**config.mk**
```make
export PLATFORM = sky130hd
export DESIGN_NAME = decode_stage_pipelined_flat
export DESIGN_NICKNAME = d
export VERILOG_FILES = /design/src/rtl/decode_pkg.sv /design/src/rtl/decode_stage_pipelined_if.sv /design/src/rtl/decode_fields.sv /design/src/rtl/decode_stage_pipelined.sv /design/src/flat_wrapper.sv
export SDC_FILE = /design/constraint.sdc
export NUM_CORES = 1
export LEC_CHECK = 0
export ABC_AREA = 1
export BUFFER_PORTS_ARGS = -buffer_cell sky130_fd_sc_hd__buf_2
export CORE_MARGIN = 8
export CORE_UTILIZATION = 42
export DETAILED_ROUTE_END_ITERATION = 10
export PLACE_DENSITY_LB_ADDON = 0.05
export RECOVER_POWER = 25
export SLEW_MARGIN = 15
export SYNTH_ARGS = -nofsm -noshare
export SYNTH_HDL_FRONTEND = slang
export SYNTH_HIERARCHICAL = 1
export SYNTH_SLANG_ARGS = --single-unit
export TNS_END_PERCENT = 100
```
**constraint.sdc**
```tcl
create_clock -name clk -period 15.6 [get_ports clk]
set_clock_uncertainty 0.05 [all_clocks]
set_input_delay 1.56 -clock clk [delete_from_list [all_inputs] [get_ports clk]]
set_output_delay 1.56 -clock clk [all_outputs]
set_load 0.05 [all_outputs]
```
**src/rtl/decode_pkg.sv**
```systemverilog
// Shared constants and the decoded-entry layout for the pipelined decode stage.
// The entry struct is sized for the default 32-bit / 5-bit-register configuration.
package decode_pkg;

    localparam logic [1:0] FMT_A = 2'd0;
    localparam logic [1:0] FMT_B = 2'd1;
    localparam logic [1:0] FMT_C = 2'd2;

    localparam logic [5:0] OPC_NOP     = 6'b111111;
    localparam logic [5:0] OPC_B_LOAD  = 6'b100010;
    localparam logic [5:0] OPC_B_STORE = 6'b100011;

    localparam int DEF_INSTR_W = 32;
    localparam int DEF_REG_AW  = 5;

    typedef struct packed {
        logic [1:0]             fmt;
        logic                   nop;
        logic [DEF_REG_AW-1:0]  rsrc1;
        logic [DEF_REG_AW-1:0]  rsrc2;
        logic [DEF_REG_AW-1:0]  rdst;
        logic [DEF_INSTR_W-1:0] imm;
        logic [DEF_INSTR_W-1:0] opcode;
    } decode_entry_t;

endpackage

```
**src/rtl/decode_stage_pipelined_if.sv**
```systemverilog
// Fetch-side and execute-side handshake bundle plus debug statistics.
// The decode stage uses the slave view; its environment uses the master view.
interface decode_stage_pipelined_if #(
    parameter int INSTR_W = 32,
    parameter int REG_AW  = 5,
    parameter int CNT_W   = 16
);
    logic               in_valid;
    logic               in_ready;
    logic [INSTR_W-1:0] in_instr;
    logic               flush;
    logic               out_valid;
    logic               out_ready;
    logic [1:0]         out_fmt;
    logic               out_nop;
    logic [REG_AW-1:0]  out_rsrc1;
    logic [REG_AW-1:0]  out_rsrc2;
    logic [REG_AW-1:0]  out_rdst;
    logic [INSTR_W-1:0] out_imm;
    logic [INSTR_W-1:0] out_opcode;
    logic [CNT_W-1:0]   stat_decoded;
    logic [CNT_W-1:0]   stat_nops;

    modport slave (
        input  in_valid, in_instr, flush, out_ready,
        output in_ready, out_valid, out_fmt, out_nop, out_rsrc1, out_rsrc2,
               out_rdst, out_imm, out_opcode, stat_decoded, stat_nops
    );

    modport master (
        output in_valid, in_instr, flush, out_ready,
        input  in_ready, out_valid, out_fmt, out_nop, out_rsrc1, out_rsrc2,
               out_rdst, out_imm, out_opcode, stat_decoded, stat_nops
    );
endinterface

```
**src/rtl/decode_fields.sv**
```systemverilog
// Combinational classification of one instruction word into format a/b/c
// with register, immediate and opcode field extraction.
module decode_fields
    import decode_pkg::*;
#(
    parameter int INSTR_W    = 32,
    parameter int REG_AW     = 5,
    parameter int OPC_W      = 6,
    parameter int SIGN_EXT_B = 0
) (
    input  logic [INSTR_W-1:0] instr,
    output logic [1:0]         fmt,
    output logic               nop,
    output logic [REG_AW-1:0]  rsrc1,
    output logic [REG_AW-1:0]  rsrc2,
    output logic [REG_AW-1:0]  rdst,
    output logic [INSTR_W-1:0] imm,
    output logic [INSTR_W-1:0] opcode
);
    localparam int IMMB_W = INSTR_W - 2*REG_AW - OPC_W;
    localparam int FUNC_W = INSTR_W - 3*REG_AW;

    logic [OPC_W-1:0]  op;
    logic              is_b;
    logic [IMMB_W-1:0] imm_b;
    logic              sign_b;

    assign op     = instr[OPC_W-1:0];
    // Load/store pair: top bit set, middle bits clear, bit 1 set, bit 0 free
    assign is_b   = op[OPC_W-1] && (op[OPC_W-2:2] == '0) && op[1];
    assign imm_b  = instr[INSTR_W-1-2*REG_AW : OPC_W];
    assign sign_b = (SIGN_EXT_B != 0) && imm_b[IMMB_W-1];

    always_comb begin
        fmt    = FMT_C;
        nop    = (&op) || (instr == '0);
        rsrc1  = '0;
        rsrc2  = '0;
        rdst   = '0;
        imm    = '0;
        opcode = {{(INSTR_W-OPC_W){1'b0}}, op};
        if (op == '0) begin
            fmt    = FMT_A;
            rsrc1  = instr[INSTR_W-1 -: REG_AW];
            rsrc2  = instr[INSTR_W-1-REG_AW -: REG_AW];
            rdst   = instr[INSTR_W-1-2*REG_AW -: REG_AW];
            opcode = {{(INSTR_W-FUNC_W){1'b0}}, instr[FUNC_W-1:0]};
        end else if (is_b) begin
            fmt   = FMT_B;
            rsrc1 = instr[INSTR_W-1 -: REG_AW];
            rdst  = instr[INSTR_W-1-REG_AW -: REG_AW];
            imm   = {{(INSTR_W-IMMB_W){sign_b}}, imm_b};
        end else begin
            imm = {{OPC_W{1'b0}}, instr[INSTR_W-1:OPC_W]};
        end
    end
endmodule

```
**src/rtl/decode_stage_pipelined.sv**
```systemverilog
// Registered decode stage: valid/ready input, DEPTH-entry circular output queue,
// flush on branch redirect and saturating accept/NOP statistics.
module decode_stage_pipelined
    import decode_pkg::*;
#(
    parameter int INSTR_W    = 32,
    parameter int REG_AW     = 5,
    parameter int OPC_W      = 6,
    parameter int DEPTH      = 2,
    parameter int SIGN_EXT_B = 0,
    parameter int CNT_W      = 16
) (
    input  logic                    clk,
    input  logic                    reset,
    decode_stage_pipelined_if.slave bus
);
    localparam int PTR_W = $clog2(DEPTH);

    typedef struct packed {
        logic [1:0]         fmt;
        logic               nop;
        logic [REG_AW-1:0]  rsrc1;
        logic [REG_AW-1:0]  rsrc2;
        logic [REG_AW-1:0]  rdst;
        logic [INSTR_W-1:0] imm;
        logic [INSTR_W-1:0] opcode;
    } entry_t;

    entry_t           dec;
    entry_t           shown;
    entry_t           mem [DEPTH];
    logic [PTR_W-1:0] wr_ptr;
    logic [PTR_W-1:0] rd_ptr;
    logic [PTR_W:0]   count;
    logic             run;
    logic             full;
    logic             not_empty;
    logic             accept;
    logic             push;
    logic             pop;

    decode_fields #(
        .INSTR_W    (INSTR_W),
        .REG_AW     (REG_AW),
        .OPC_W      (OPC_W),
        .SIGN_EXT_B (SIGN_EXT_B)
    ) u_fields (
        .instr  (bus.in_instr),
        .fmt    (dec.fmt),
        .nop    (dec.nop),
        .rsrc1  (dec.rsrc1),
        .rsrc2  (dec.rsrc2),
        .rdst   (dec.rdst),
        .imm    (dec.imm),
        .opcode (dec.opcode)
    );

    assign full      = (count == (PTR_W+1)'(DEPTH));
    assign not_empty = (count != '0);
    // run holds ready low until the first edge after reset is released
    assign bus.in_ready = run && (!full || bus.out_ready);
    assign accept    = bus.in_valid && bus.in_ready;
    assign push      = accept && !bus.flush;
    assign pop       = not_empty && bus.out_ready && !bus.flush;

    always_ff @(posedge clk or posedge reset) begin
        if (reset) begin
            run    <= 1'b0;
            wr_ptr <= '0;
            rd_ptr <= '0;
            count  <= '0;
            for (int i = 0; i < DEPTH; i++) mem[i] <= '0;
        end else begin
            run <= 1'b1;
            if (bus.flush) begin
                wr_ptr <= '0;
                rd_ptr <= '0;
                count  <= '0;
            end else begin
                if (push) begin
                    mem[wr_ptr] <= dec;
                    wr_ptr      <= wr_ptr + 1'b1;
                end
                if (pop) rd_ptr <= rd_ptr + 1'b1;
                if (push && !pop)      count <= count + 1'b1;
                else if (pop && !push) count <= count - 1'b1;
            end
        end
    end

    always_ff @(posedge clk or posedge reset) begin
        if (reset) begin
            bus.stat_decoded <= '0;
            bus.stat_nops    <= '0;
        end else if (push) begin
            if (!(&bus.stat_decoded)) bus.stat_decoded <= bus.stat_decoded + 1'b1;
            if (dec.nop && !(&bus.stat_nops)) bus.stat_nops <= bus.stat_nops + 1'b1;
        end
    end

    assign shown          = not_empty ? mem[rd_ptr] : '0;
    assign bus.out_valid  = not_empty;
    assign bus.out_fmt    = shown.fmt;
    assign bus.out_nop    = shown.nop;
    assign bus.out_rsrc1  = shown.rsrc1;
    assign bus.out_rsrc2  = shown.rsrc2;
    assign bus.out_rdst   = shown.rdst;
    assign bus.out_imm    = shown.imm;
    assign bus.out_opcode = shown.opcode;
endmodule

```
**src/flat_wrapper.sv**
```systemverilog
// flat-port wrapper written by rule: the top's interface ports become plain ports
module decode_stage_pipelined_flat import decode_pkg::*;
#(
    parameter int INSTR_W    = 32,
    parameter int REG_AW     = 5,
    parameter int OPC_W      = 6,
    parameter int DEPTH      = 2,
    parameter int SIGN_EXT_B = 0,
    parameter int CNT_W      = 16
)
  (clk, reset, bus_in_valid, bus_in_instr, bus_flush, bus_out_ready, bus_in_ready, bus_out_valid, bus_out_fmt, bus_out_nop, bus_out_rsrc1, bus_out_rsrc2, bus_out_rdst, bus_out_imm, bus_out_opcode, bus_stat_decoded, bus_stat_nops);
  decode_stage_pipelined_if #(.INSTR_W(INSTR_W), .REG_AW(REG_AW), .CNT_W(CNT_W)) bus_i ();
  input  logic clk;
  input  logic reset;
  input wire logic [$bits(bus_i.in_valid)-1:0] bus_in_valid;
  input wire logic [$bits(bus_i.in_instr)-1:0] bus_in_instr;
  input wire logic [$bits(bus_i.flush)-1:0] bus_flush;
  input wire logic [$bits(bus_i.out_ready)-1:0] bus_out_ready;
  output wire logic [$bits(bus_i.in_ready)-1:0] bus_in_ready;
  output wire logic [$bits(bus_i.out_valid)-1:0] bus_out_valid;
  output wire logic [$bits(bus_i.out_fmt)-1:0] bus_out_fmt;
  output wire logic [$bits(bus_i.out_nop)-1:0] bus_out_nop;
  output wire logic [$bits(bus_i.out_rsrc1)-1:0] bus_out_rsrc1;
  output wire logic [$bits(bus_i.out_rsrc2)-1:0] bus_out_rsrc2;
  output wire logic [$bits(bus_i.out_rdst)-1:0] bus_out_rdst;
  output wire logic [$bits(bus_i.out_imm)-1:0] bus_out_imm;
  output wire logic [$bits(bus_i.out_opcode)-1:0] bus_out_opcode;
  output wire logic [$bits(bus_i.stat_decoded)-1:0] bus_stat_decoded;
  output wire logic [$bits(bus_i.stat_nops)-1:0] bus_stat_nops;
  assign bus_i.in_valid = bus_in_valid;
  assign bus_i.in_instr = bus_in_instr;
  assign bus_i.flush = bus_flush;
  assign bus_i.out_ready = bus_out_ready;
  assign bus_in_ready = bus_i.in_ready;
  assign bus_out_valid = bus_i.out_valid;
  assign bus_out_fmt = bus_i.out_fmt;
  assign bus_out_nop = bus_i.out_nop;
  assign bus_out_rsrc1 = bus_i.out_rsrc1;
  assign bus_out_rsrc2 = bus_i.out_rsrc2;
  assign bus_out_rdst = bus_i.out_rdst;
  assign bus_out_imm = bus_i.out_imm;
  assign bus_out_opcode = bus_i.out_opcode;
  assign bus_stat_decoded = bus_i.stat_decoded;
  assign bus_stat_nops = bus_i.stat_nops;
  decode_stage_pipelined #(.INSTR_W(INSTR_W), .REG_AW(REG_AW), .OPC_W(OPC_W), .DEPTH(DEPTH), .SIGN_EXT_B(SIGN_EXT_B), .CNT_W(CNT_W)) u_core (.clk(clk), .reset(reset), .bus(bus_i));
endmodule
```
; Yosys cells after proc, flatten, opt, wreduce, memory -nomap -nowiden
; Cells that the tools add are included.
[word_totals]
rom_bits = 0
ramBits = 0
ff_bits = 201
wordCells = 89
latch_bits = 0
in_bits = 37
out_inout_bits = 116
n_memories = 0
[op_classes]
add_sub_neg = 6
n_eq_ne = 1
n_reduce_logical = 31
bitwise_logic = 4
n_mul = 0
mux = 24
magnitude_cmp = 3
shifts = 0
div = 0
[op_table]
columns = cell, n
row1 = 82-bit two-way mux, 5
row2 = 164-bit bitwise mux, 1
row3 = 82-bit demux with 1-bit select, 1
row4 = 26-bit two-way mux, 2
row5 = 16-bit by 1-bit adder with 16-bit output (second input constant), 2
row6 = 32-bit zero test, 1
row7 = 16-bit AND reduction, 2
row8 = 5-bit two-way mux, 5
row9 = 17-bit two-way mux, 1
row10 = 1-bit logical AND, 11
row11 = 2-bit two-way mux, 5
row12 = 6-bit zero test, 1
row13 = 2-bit AND reduction, 3
row14 = 6-bit AND reduction, 1
row15 = 2-bit nonzero test, 3
row16 = 1-bit zero test, 5
row17 = 2-bit greater-or-equal comparator (second input constant), 2
row18 = 1-bit two-way mux, 4
row19 = 1-bit inverter with 2-bit output, 2
row20 = 3-bit zero test, 1
row21 = 3-bit nonzero test, 1
row22 = 1-bit adder (second input constant), 2
row23 = 2-bit by 1-bit adder with 2-bit output (second input constant), 1
row24 = 2-bit == test (second input constant), 1
row25 = other kinds (4), 6

; Longest topological paths before layout
; Gate-level depths: netlist of the first run.
[depth]
word_depth = 11
mapped_depth = 12
ltp_nobuf = 11

; By module
; Netlist of the first run, hierarchy kept.
[by_module_without_submodules]
columns = module, instances, seq_area_each_um2, area_each_um2, cells_per_inst
row1 = decode_stage_pipelined, 1, 5029.8, 9487.8, 1200
row2 = decode_fields, 1, 0.0, 935.9, 168

; Worst setup path after synthesis of the first run
; Ideal clock, no wire load.
[synth_timing]
path_type = in2out
start = input bus_out_ready
end = output bus_in_ready
cell_stages = 4
t_required_ns = 13.990
setup_slack_ns = 11.941
arrival_time_ns = 2.049
n_path_buf = 0
cell_sequence = nor2_1 > nand2_1 > nand2_1 > inv_1
[synth_via]
elab_chain_cells = 2
[synth_rtl]
columns = element, line_no
row1 = from (decl), flat_wrapper.sv:18  ; input wire logic [$bits(bus_i.out_ready)-1:0] bus_out_ready;
row2 = 1-bit logical OR, decode_stage_pipelined.sv:61  ; assign bus.in_ready = run && (!full || bus.out_ready);
row3 = 1-bit logical AND, decode_stage_pipelined.sv:61
row4 = to (decl), flat_wrapper.sv:19  ; output wire logic [$bits(bus_i.in_ready)-1:0] bus_in_ready;
; Every way passes these cells.

==> results of run 1 <==
==> power by group through the flow <==
stage / Combinational, mW / Clock [mW] / Sequential [mW]
2_1_floorplan: 0.315 / 0 / 0.673
4_1_cts: 0.413 / 0.641 / 0.667
5_1_grt: 0.451 / 0.663 / 0.680
6_report: 0.405 / 0.626 / 0.667
3_3_place_gp: 0.408 / 0 / 0.674
3_5_place_dp: 0.412 / 0 / 0.676
==> through the flow <==
step	setup slack, ns	utilization (%)	power [mW]	instances	hold WS (ns)
final	9.145	49.12	1.698	1814	0.4350
after floorplan	8.508	-	0.9882	1388	0.4034
after global placement	11.46	45.46	1.082	1771	0.4214
after CTS	10.88	49.14	1.721	1814	0.4366
after global routing	7.808	49.12	1.794	1814	0.4520
after detailed placement	11.44	45.46	1.087	1771	0.4230
==> flip-flops by register name, summed over array words and instances (netlist names) <==
signal,count
u_core/wr_ptr,1
u_core/count,2
u_core/bus.stat_decoded,16
u_core/bus.stat_nops,16
u_core/run,1
u_core/rd_ptr,1
u_core/mem,164
==> worst min-delay path, cell delays in order, from the launching register on <==
cell and delay, ns:
dfrtp_1 0.34, nand2_1 0.05, o21ai_0 0.06
==> per-layer routing <==
metal	vias up	track usage (%)	wire (um)
met5	-	0	0
met4	0	3.809	369
met3	30	3.442	1407
met2	174	28.56	12190
met1	3991	24.90	13170
li1	4407	-	-
==> logic make-up after synthesis <==
logic type,share of synthesized area (%)
other cells,0.07205
simple gates,24.21
fa+ha+maj,0.2400
xor+xnor,2.017
buf+inv,12.28
compound gates,12.93
flops,48.25
==> cell type report <==
cell class	instances	area [um2]
fillers	2538	12370
flip-flops and latches	201	5034
multi-input cells	932	4218
repair buffers	158	805.8
clock buffers	33	715.7
inverters	156	586.8
well taps	324	405.4
clock inverters	10	180.2
==> layout by cell type (no fill, tap or decap), types with 20 or more instances in the layout <==
cell       instances
buf_2            152
a21oi_1           83
conb_1            22
nand2_1          503
inv_1            152
clkbuf_16         25
xnor2_1           21
nand3_1           20
nor2_1            65
o21ai_1          156
dfrtp_1          200
==> how the worst max path moves through the flow <==
stage / start / to / cells after the start
after global routing: reset / u_core/rd_ptr / 2
after floorplan: reset / u_core/bus.stat_decoded[0] / 1
after detailed placement: u_core/rd_ptr / bus_out_imm[1] / 5
final: reset / u_core/rd_ptr / 2
after global placement: u_core/rd_ptr / bus_out_imm[9] / 5
after CTS: u_core/rd_ptr / bus_out_opcode[16] / 5
==> results.sh, run 1 <==
export IMPL_violations="max-capacitance violations, max-slew violations"
export IMPL_num_rows=57
export IMPL_path_clk_slew_ns=0.06
export IMPL_synth_most_common_cell="nand2_1"
export IMPL_drtIter0Drc=524
export IMPL_wl_um=27140
export IMPL_synth_top_area_share_pct=48.25
export IMPL_area_delta_synth_final_pct=14.60
export IMPL_r2r_start="u_core/count[0]"
export IMPL_yosysWarnings=6
export IMPL_ys_flop_type="dfrtp_1"
export IMPL_setup_tns_ns=0
export IMPL_post_cts_buffers=0
export IMPL_slew_violations=139
export IMPL_rrSetupSlack_ns=12.91
export IMPL_setup_viol=0
export IMPL_switching_share_pct=34.44
export IMPL_cts_root_buf="clkbuf_16"
export IMPL_postPlaceCellArea_um2=11060
export IMPL_cts_buffers=24
export IMPL_async_flop_share_pct=100.0
export IMPL_n_antenna_cell=0
export IMPL_p_leak_nw=5.954
export IMPL_track_usage_pct=17.91
export IMPL_die_x_um=173.5
export IMPL_synthCells=1368
export IMPL_path_cells="buf_2 -> clkinvlp_2"
export IMPL_cts_tree="yes"
export IMPL_finalCriticalPeriod_ns=6.455
export IMPL_ys_ff_latch=201
export IMPL_ctsHoldBuffers=0
export IMPL_switching_power_uw=584.9
export IMPL_synth_top_cell_by_area="dfrtp_1"
export IMPL_vias_per_cell=4.742
export IMPL_clk_latency_ns=0.51
export IMPL_critPathMaxStageDelay_ns=3.40
export IMPL_htree_levels=1
export IMPL_dieArea_um2=30120
export IMPL_ys_top_cells_by_count="nand2_1, dfrtp_1, o21ai_1"
export IMPL_cp_start_kind="input port"
export IMPL_fmaxAchievable_ghz=0.1549
export IMPL_syn_area_um2=10420
export IMPL_critPathTopFamily="buffers and inverters"
export IMPL_r2r_end="u_core/mem[56]"
export IMPL_slowest_stage="clkinvlp_2"
export IMPL_worst_slew_pin_slew_ns=6.232
export IMPL_grt_pass1_wl_um=45450
export IMPL_num_vias=8602
export IMPL_pwr_share_comb_pct=23.8
export IMPL_path_max_fanout=138
export IMPL_io_pins=153
export IMPL_cts_max_path_buffers=3
export IMPL_fin_crit_sh_pct=41.38
export IMPL_antenna_found_initial=0
export IMPL_post_drt_wl_per_cell_um=14.96
export IMPL_worstHoldEndpoint="u_core/mem[162]"
export IMPL_layout_drive_gt1_share_pct=15.97
export IMPL_seq_power_share_pct=39.3
export IMPL_dp_hpwl_um=17190
export IMPL_syn_area_per_cell_um2=7.620
export IMPL_ys_seq_area_share_pct=48.25
export IMPL_route_detailed_drc=0
export IMPL_internal_power_mw=1.113
export IMPL_nets=1512
export IMPL_crit_path_end_kind="async pin"
export IMPL_antenna_left=0
export IMPL_die_h_um=173.5
export IMPL_io_buffers=152
export IMPL_maxCapViolations=1
export IMPL_synth_edf_count=0
export IMPL_grt_setup_unrepaired="false"
export IMPL_required_ns=14.31
export IMPL_critical_path_buf_inv_count=2
export IMPL_gp_congestion=0.8191
export IMPL_hold_class="reg2reg"
export IMPL_powerDensity_nw_per_um2=142.2
export IMPL_core_area_um2=24320
export IMPL_start_util_pct=42.86
export IMPL_clock_sinks=201
export IMPL_dr_pass1_iters=5
export IMPL_p_clk_share_pct=36.9
export IMPL_hold_viol_final=0
export IMPL_post_cts_resized=0
export IMPL_overflow=0
export IMPL_rr_worst_depth=8
export IMPL_grt_max_degree=166
export IMPL_ir_drop_uv=95.35
export IMPL_cp_arrival_ns=5.16
export IMPL_fin_area_um2=11950
export IMPL_synth_cell_types=30
export IMPL_holdPathStages=2
export IMPL_hold_start="u_core/mem[162]"
export IMPL_worstSetupPathType="in2async"
export IMPL_status="finished, violations left"
export IMPL_ys_top_cells_by_area="dfrtp_1, nand2_1, o21ai_1, inv_1, a21oi_1"
export IMPL_slew_headroom_pct=-315.5
export IMPL_grt_pass1_vias=8629
Note: power is estimated with default switching activity, not from simulation.
==> run 2, diff against run 1 <==
==> constraint.sdc (replaced) <==
create_clock -name clk -period 5.3 [get_ports clk]
set_clock_uncertainty 0.05 [all_clocks]
set_input_delay 0.53 -clock clk [delete_from_list [all_inputs] [get_ports clk]]
set_output_delay 0.53 -clock clk [all_outputs]
set_load 0.05 [all_outputs]
==> run 2 against run 1 <==
  * The run still ends with max-capacitance violations, max-slew violations left
  * Core utilization fell by 0.50 points
  * Total power rose to 2.8 times the previous value
  * Setup slack got worse by 7.3 ns
  * Design area fell by 1.0%
  * First-iteration DRC count rose by 27%
  * Global-route usage rose by 0.28 points
  * Non-clock buffer count rose by 2
  * Clock power rose to 2.5 times the previous value
  * Sequential power rose to 2.9 times the previous value
  * Critical path type unchanged
==> results.sh, run 2 (synthesized netlist as in run 1, its figures left out) <==
export IMPL_dr_pass1_iters=4
export IMPL_vias_per_cell=4.754
export IMPL_nFillCells=2521
export IMPL_clk_latency_ns=0.50
export IMPL_grt_pass1_vias=8483
export IMPL_largest_registers="u_core/mem x164, u_core/bus.stat_decoded x16, u_core/bus.stat_nops x16"
export IMPL_layout_drive_gt1_share_pct=15.76
export IMPL_ir_drop_uv=201.9
export IMPL_num_vias=8629
export IMPL_hold_class="in2async"
export IMPL_ctsHoldBuffers=0
export IMPL_r2r_start="u_core/count[0]"
export IMPL_slew_headroom_pct=-58.44
export IMPL_hold_viol_final=0
export IMPL_final_cell_mix="nand2_1, dfrtp_1, o21ai_1"
export IMPL_dp_hpwl_um=18190
export IMPL_finalCriticalPeriod_ns=3.490
export IMPL_die_x_um=173.5
export IMPL_n_antenna_cell=0
export IMPL_drtIter0Drc=664
export IMPL_track_usage_pct=18.20
export IMPL_setup_tns_ns=0
export IMPL_num_rows=57
export IMPL_area_delta_synth_final_pct=13.42
export IMPL_grt_pass1_wl_um=45470
export IMPL_powerDensity_nw_per_um2=402.7
export IMPL_maxCapViolations=1
export IMPL_io_buffers=152
export IMPL_antenna_found_initial=0
export IMPL_post_cts_buffers=0
export IMPL_top_register="u_core/mem"
export IMPL_grt_max_degree=174
export IMPL_status="finished, violations left"
export IMPL_nets=1513
export IMPL_worst_slew_pin_slew_ns=2.377
export IMPL_required_ns=5.19
export IMPL_gp_congestion=0.8820
export IMPL_cts_buffers=23
export IMPL_slew_violations=174
export IMPL_p_leak_nw=5.905
export IMPL_whs_ns=0.2686
export IMPL_post_cts_resized=0
export IMPL_route_detailed_drc=0
export IMPL_cts_root_buf="clkbuf_16"
export IMPL_path_max_fanout=173
export IMPL_path_clk_slew_ns=0.06
export IMPL_post_drt_wl_per_cell_um=15.14
export IMPL_dieArea_um2=30120
export IMPL_cp_arrival_ns=3.38
export IMPL_core_area_um2=24320
export IMPL_overflow=0
export IMPL_cts_max_path_buffers=3
export IMPL_fmaxAchievable_ghz=0.2865
export IMPL_antenna_left=0
export IMPL_wl_um=27480
export IMPL_cp_startpoint="reset"
export IMPL_largest_reg_flops=164
export IMPL_violations="max-capacitance violations, max-slew violations"
export IMPL_clock_sinks=201
export IMPL_start_util_pct=42.86
export IMPL_worstSetupPathType="in2async"
export IMPL_grt_setup_unrepaired="false"
export IMPL_fin_crit_sh_pct=65.85
export IMPL_io_pins=153
export IMPL_cp_start_kind="input port"
export IMPL_final_common_cell="nand2_1"
export IMPL_htree_levels=1
export IMPL_cts_tree="yes"
export IMPL_die_h_um=173.5
export IMPL_setup_viol=0
export IMPL_crit_path_end_kind="async pin"
==> run 2: cell count changes in the layout (fill, tap and decap cells not counted), moves of 2 or more <==
cell        previous run  this run
clkbuf_1               2         6
clkbuf_16             25        23
bufinv_16              5         2
clkinvlp_4             2         0
clkinv_2               3         5
==> run 2: cell type report <==
cell class	instances	area [um2]	share of cell area, %
Timing Repair Buffer	160	820.8	6.943
Inverter	156	586.8	4.963
Clock buffer	34	666.9	5.641
Multi-Input combinational cell	932	4218	35.68
Clock inverter	8	93.84	0.7937
Sequential cell	201	5031	42.55
Tap cell	324	405.4	3.429
==> run 2: where the power goes <==
group | total (mW) | leakage [nW] | internal, mW | switching [mW]
sequential | 1.95 | 2.66 | 1.79 | 0.161
combinational | 1.22 | 2.87 | 0.303 | 0.913
clock | 1.59 | 0.379 | 0.968 | 0.623
==> run 2: path summary, 6_finish.rpt <==
path                    endpoint  slack [ns]  depth (start not counted)
min in group clk   u_core/mem[0]        0.27                          3
max in group clk  bus_out_imm[9]        2.00                          5
setup reg to reg  u_core/mem[10]        3.02                          8
hold reg to reg   u_core/mem[87]        0.43                          2
hold / removal     u_core/wr_ptr        0.27                          2
setup / recovery   u_core/rd_ptr        1.81                          3
==> run 2: per-stage QoR <==
stage | std cells | setup WS (ns) | power [mW] | area (um2) | utilization (%)
floorplan | 1388 | 2.118 | 2.909 | 10500 | -
global placement | 1773 | 2.481 | 3.197 | 11080 | 45.55
detailed placement | 1773 | 2.414 | 3.213 | 11080 | 45.55
CTS | 1815 | 1.868 | 4.828 | 11840 | 48.68
global route | 1815 | 0.9603 | 5.036 | 11820 | 48.61
finish | 1815 | 1.810 | 4.760 | 11820 | 48.61
==> run 2: metal layers <==
metal | vias up | part of all wire, % | track usage (%)
li1 | 4399 | - | -
met1 | 3975 | 48 | 25.50
met2 | 220 | 45 | 28.64
met3 | 35 | 5.4 | 3.485
met4 | 0 | 1.9 | 4.132
met5 | - | 0 | 0
==> run 2: worst max-delay path, cell delays in order <==
cell	delay [ns]
buf_2	0.10
clkinvlp_2	0.79
clkbuf_4	1.86
